==> src/rtl/uart_frame_tx.sv <==
// UART transmitter that sends the lowest L bytes of a word as back-to-back characters,
// most-significant byte first, each byte LSB first, with optional parity and 1-2 stop bits.
module uart_frame_tx #(
    parameter int CLK_DIV   = 434,
    parameter int N_BYTES   = 4,
    parameter int DATA_BITS = 8,
    parameter int PARITY    = 0,
    parameter int STOP_BITS = 1
) (
    input  logic                           clk,
    input  logic                           rst_n,
    input  logic                           s_valid,
    output logic                           s_ready,
    input  logic [N_BYTES*DATA_BITS-1:0]   s_data,
    input  logic [$clog2(N_BYTES+1)-1:0]   s_len,
    output logic                           txd,
    output logic                           busy,
    output logic                           done
);

    localparam int W      = N_BYTES * DATA_BITS;
    localparam int BAUD_W = $clog2(CLK_DIV);
    localparam int BIT_W  = $clog2(DATA_BITS);
    localparam int BYTE_W = (N_BYTES > 1) ? $clog2(N_BYTES) : 1;
    localparam int LEN_W  = $clog2(N_BYTES + 1);

    typedef enum logic [2:0] {
        S_IDLE,
        S_START,
        S_DATA,
        S_PAR,
        S_STOP
    } state_e;

    state_e              state_q, state_d;
    logic [BAUD_W-1:0]   baud_q,  baud_d;
    logic [BIT_W-1:0]    bit_q,   bit_d;
    logic [BYTE_W-1:0]   byte_q,  byte_d;
    logic [W-1:0]        data_q,  data_d;
    logic                txd_q,   txd_d;
    logic                done_q,  done_d;

    logic [LEN_W-1:0]     eff_len;
    logic [LEN_W-1:0]     len_m1;
    logic [DATA_BITS-1:0] cur_byte;
    logic [BIT_W-1:0]     bit_nx;
    logic                 baud_wrap;
    logic                 par_bit;

    // A zero or out-of-range length means a full-width burst.
    always_comb begin
        if (s_len == '0 || s_len > LEN_W'(N_BYTES)) begin
            eff_len = LEN_W'(N_BYTES);
        end else begin
            eff_len = s_len;
        end
        len_m1 = eff_len - LEN_W'(1);
    end

    assign cur_byte  = data_q[byte_q*DATA_BITS +: DATA_BITS];
    assign bit_nx    = bit_q + BIT_W'(1);
    assign baud_wrap = (baud_q == BAUD_W'(CLK_DIV - 1));
    assign par_bit   = (PARITY == 1) ? ~(^cur_byte) : (^cur_byte);

    // txd_d always holds the level of the bit the next state will drive, so txd stays registered.
    always_comb begin
        // NOTE: every next-state signal gets a default first; otherwise the
        // untouched branches would infer latches.
        state_d = state_q;
        baud_d  = baud_q;
        bit_d   = bit_q;
        byte_d  = byte_q;
        data_d  = data_q;
        txd_d   = txd_q;
        done_d  = 1'b0;

        if (state_q == S_IDLE) begin
            txd_d = 1'b1;
            if (s_valid) begin
                data_d  = s_data;
                byte_d  = BYTE_W'(len_m1);
                baud_d  = '0;
                bit_d   = '0;
                state_d = S_START;
                txd_d   = 1'b0;
            end
        end else if (!baud_wrap) begin
            baud_d = baud_q + BAUD_W'(1);
        end else begin
            baud_d = '0;
            unique case (state_q)
                S_START: begin
                    state_d = S_DATA;
                    bit_d   = '0;
                    txd_d   = cur_byte[0];
                end
                S_DATA: begin
                    if (bit_q == BIT_W'(DATA_BITS - 1)) begin
                        bit_d = '0;
                        if (PARITY != 0) begin
                            state_d = S_PAR;
                            txd_d   = par_bit;
                        end else begin
                            state_d = S_STOP;
                            txd_d   = 1'b1;
                        end
                    end else begin
                        bit_d = bit_nx;
                        txd_d = cur_byte[bit_nx];
                    end
                end
                S_PAR: begin
                    state_d = S_STOP;
                    bit_d   = '0;
                    txd_d   = 1'b1;
                end
                S_STOP: begin
                    if (bit_q == BIT_W'(STOP_BITS - 1)) begin
                        bit_d = '0;
                        if (byte_q != '0) begin
                            byte_d  = byte_q - BYTE_W'(1);
                            state_d = S_START;
                            txd_d   = 1'b0;
                        end else begin
                            state_d = S_IDLE;
                            done_d  = 1'b1;
                            txd_d   = 1'b1;
                        end
                    end else begin
                        bit_d = bit_nx;
                        txd_d = 1'b1;
                    end
                end
                default: begin
                    state_d = S_IDLE;
                    txd_d   = 1'b1;
                end
            endcase
        end
    end

    // NOTE: the payload register is reset along with the control state; it is a
    // handful of flops, not a RAM, and a clean value eases debug after an abort.
    always_ff @(posedge clk or negedge rst_n) begin
        if (!rst_n) begin
            state_q <= S_IDLE;
            baud_q  <= '0;
            bit_q   <= '0;
            byte_q  <= '0;
            data_q  <= '0;
            txd_q   <= 1'b1;
            done_q  <= 1'b0;
        end else begin
            // NOTE: sequential state uses non-blocking assignments only, so every
            // flop samples the pre-edge value of its inputs.
            state_q <= state_d;
            baud_q  <= baud_d;
            bit_q   <= bit_d;
            byte_q  <= byte_d;
            data_q  <= data_d;
            txd_q   <= txd_d;
            done_q  <= done_d;
        end
    end

    assign s_ready = (state_q == S_IDLE);
    assign busy    = (state_q != S_IDLE);
    assign txd     = txd_q;
    assign done    = done_q;

endmodule
==> config.mk <==
export PLATFORM = sky130hd
export DESIGN_NAME = uart_frame_tx
export DESIGN_NICKNAME = d
export VERILOG_FILES = /design/src/rtl/uart_frame_tx.sv
export SDC_FILE = /design/constraint.sdc
export NUM_CORES = 1
export LEC_CHECK = 0
export BUFFER_PORTS_ARGS = -buffer_cell sky130_fd_sc_hd__buf_2
export CAP_MARGIN = 20
export CORE_UTILIZATION = 50
export CTS_CLUSTER_SIZE = 16
export DETAILED_ROUTE_END_ITERATION = 8
export PLACE_DENSITY_LB_ADDON = 0.12
export SLEW_MARGIN = 20
export SYNTH_ARGS = -nofsm -noshare
export SYNTH_HDL_FRONTEND = slang
export SYNTH_SLANG_ARGS = --single-unit
==> constraint.sdc <==
create_clock -name clk -period 2.5 [get_ports clk]
set_input_delay 0.25 -clock clk [delete_from_list [all_inputs] [get_ports clk]]
set_output_delay 0.25 -clock clk [all_outputs]
set_load 0.05 [all_outputs]
==> results_dict.tcl <==
set metrics [dict create \
    grt_antenna_before_repair 0 \
    synth_compound_area_share_pct 10.7 \
    wl_per_cell_um 15.4 \
    pre_cts_ws_ns 0.383 \
    grt_pass1_vias 1862 \
    ys_async_sr_fraction_pct 100 \
    fin_skew_ns 0.00774 \
    cts_tree "yes" \
    cts.sinks 51 \
    drt_iter0_markers 84 \
    cts_root_buf "clkbuf_8" \
    netlist.area_leader.share_pct 48.1 \
    fillers 403 \
    clk_pin_slew_ns 0.10 \
    synthAdderAreaFrac_pct 2.41 \
    setup_slack_ns 0.375 \
    drive_gt1_share_pct 40.8 \
    coreArea_um2 4850 \
    synth-edff-count 0 \
    cp-end-kind "flop" \
    p_leak_nw 1.35 \
    cts.path.max_buffers 2 \
    nNetsFinal 302 \
    first_pass_iters 5 \
    finalSetupViolCount 0 \
    outcome "finished, final reports clean" \
    synth.area.top_cells "dfrtp_1 48%, mux2_2 14%, mux4_2 6.9%" \
    via_count 1851 \
    grt_overflow 0 \
    yosysSeqAreaShare_pct 49.1 \
    fin_tns_setup_ns 0 \
    fp.dieW_um 74.1 \
    layout.cells.most_common "dfrtp_1" \
    required_ns 2.69 \
    slew_viol_final 0 \
    yosys_warnings 0 \
    worst_setup_path_start_kind "flop" \
    top_usage_layer "met2" \
    dp_hpwl_mm 3.70 \
    synthMuxAreaShare_pct 22.8 \
    final_util_pct 63.0 \
    regArea_um2 1280 \
    die_h_um 74.1 \
    hold_viol_final 0 \
    syn_nets 256 \
    use_met3_pct 4.61 \
    synth-simple-area-share_pct 11.1 \
    pwr_density_cell_nw_per_um2 1210 \
    synth_top_cell_by_area "dfrtp_1" \
    critical_path_class "reg2reg" \
    synth_cells 213 \
    grt_pass1_wl_mm 8.74 \
    initial_core_util_pct 53.7 \
    period_share_pct 85.0 \
    dieArea_um2 5500 \
    worstSkewPairLatency_ns 0.31 \
    layout_common_cells "50 x dfrtp_1, 41 x buf_2, 33 x mux2_2" \
    grt_util_met2_pct 33.7 \
    slew_headroom_pct 59.6 \
    arrival_ns 2.32 \
    synth_flop_cell "dfrtp_1" \
    hold_class "in2reg" \
    maxCapViolCount 0 \
    gp_congestion 0.781 \
    hold_ws_ns 0.164 \
    ir_worst_vdd_mv 0.549 \
    max_freq_ghz 0.471 \
    route.detailed.drc 0 \
    path_max_fanout 7 \
    area_delta_synth_final_pct 17.5 \
    ant_nets 0 \
    diodes 0 \
    worstMarginPinSlew_ns 0.605 \
    synth-seq-cells 51 \
    synth_top_family_by_area "multiplexers" \
    synthXorXnorAreaFrac_pct 0.673 \
    rows 25 \
    io_pins 42 \
    grt_util_met1_pct 28.5 \
    netlist_area_um2 2600 \
    ys_types 52 \
    synth.avg_cell_area_um2 12.2 \
    avgViaCountPerCell 5.66 \
    ctsHtreeMaxLevel 2 \
    grt_use_total_pct 21.2 \
    fin_crit_ns 2.12 \
    cts_made_buffers 5 \
    cts_repair_resize_count 0 \
    rsz0062_at_grt "false" \
    drt_wl_total_mm 5.05 \
    numPortBuffers 41 \
    grt_max_degree 33 \
    multiInputGateArea_um2 1240 \
]
-- worst max-delay path, cell delays in order, from the launching register on --
cell      delay, ns
dfrtp_1        0.44
or4b_4         0.58
o21a_1         0.31
a211oi_2       0.33
mux2_1         0.36
-- registers in the layout, indices dropped and copies added, names as in the netlist --
| signal | cells |
|---|---|
| data_q | 32 |
| baud_q | 9 |
| bit_q | 3 |
| state_q | 3 |
| byte_q | 2 |
| done | 1 |
| txd | 1 |
-- path summary, 6_finish.rpt --
check / cells past startpoint / startpoint / to / slack, ns
max in group asynchronous: 3 / rst_n / data_q[17]$_DFFE_PN0P_ / 1.48
min in group asynchronous: 2 / rst_n / data_q[31]$_DFFE_PN0P_ / 0.48
worst max-delay path: 4 / baud_q[6]$_DFFE_PN0P_ / bit_q[2]$_DFFE_PN0P_ / 0.38
worst min-delay path: 2 / s_data[6] / data_q[6]$_DFFE_PN0P_ / 0.16
worst max register to register: 4 / baud_q[6]$_DFFE_PN0P_ / bit_q[2]$_DFFE_PN0P_ / 0.38
worst min register to register: 1 / data_q[6]$_DFFE_PN0P_ / data_q[6]$_DFFE_PN0P_ / 0.52
-- cell type report --
cell class | instances | area share, %
sequential | 51 | 41.8
multi-input combinational | 146 | 40.5
timing repair buffer | 48 | 9.33
tap | 67 | 2.74
clock inverter | 3 | 2.33
clock buffer | 5 | 2.25
inverter | 7 | 1.02
-- synthesized netlist by cell type (4+ instances only) --
library cell	n
and3_1	4
buf_2	4
mux2_2	33
mux4_2	8
ha_1	5
o21ai_0	19
dfrtp_1	50
nor2_1	9
inv_1	6
nand2_1	17
nand3_1	6
-- power breakdown --
part           internal (W)  leakage (nW)  switching (W)
Sequential          0.00118         0.624       0.000257
Combinational      0.000806         0.656       0.000756
Clock              0.000406        0.0703       0.000287
Total               0.00239          1.35        0.00130
-- cell families after synthesis --
group | Yosys count
buffers and inverters | 16
flip-flops | 51
adder cells (fa/ha/maj) | 5
multiplexers | 45
AO/OA/AOI/OAI | 40
AND/OR/NAND/NOR | 54
XOR/XNOR | 2
-- layer usage --
metal / share of wire [%] / wire [µm] / vias up
li1: - / - / 871
met1: 46 / 2340 / 910
met2: 47 / 2380 / 59
met3: 4.2 / 214 / 11
met4: 2.1 / 106 / 0
met5: 0 / 0 / -
-- repair_timing --
action | CTS | global route
setup buffers | 0 | 0
hold endpoints to repair | 23 | 0
hold buffers | 1 | 0
-- per-stage QoR --
stage | instances | power (W) | area, µm²
5_1_grt | 327 | 0.00395 | 3060
4_1_cts | 327 | 0.00372 | 3060
6_report | 327 | 0.00369 | 3060
2_1_floorplan | 213 | 0.00264 | 2600
3_5_place_dp | 318 | 0.00301 | 2910
3_3_place_gp | 318 | 0.00297 | 2910
Note: power is estimated with default switching activity, not from simulation.
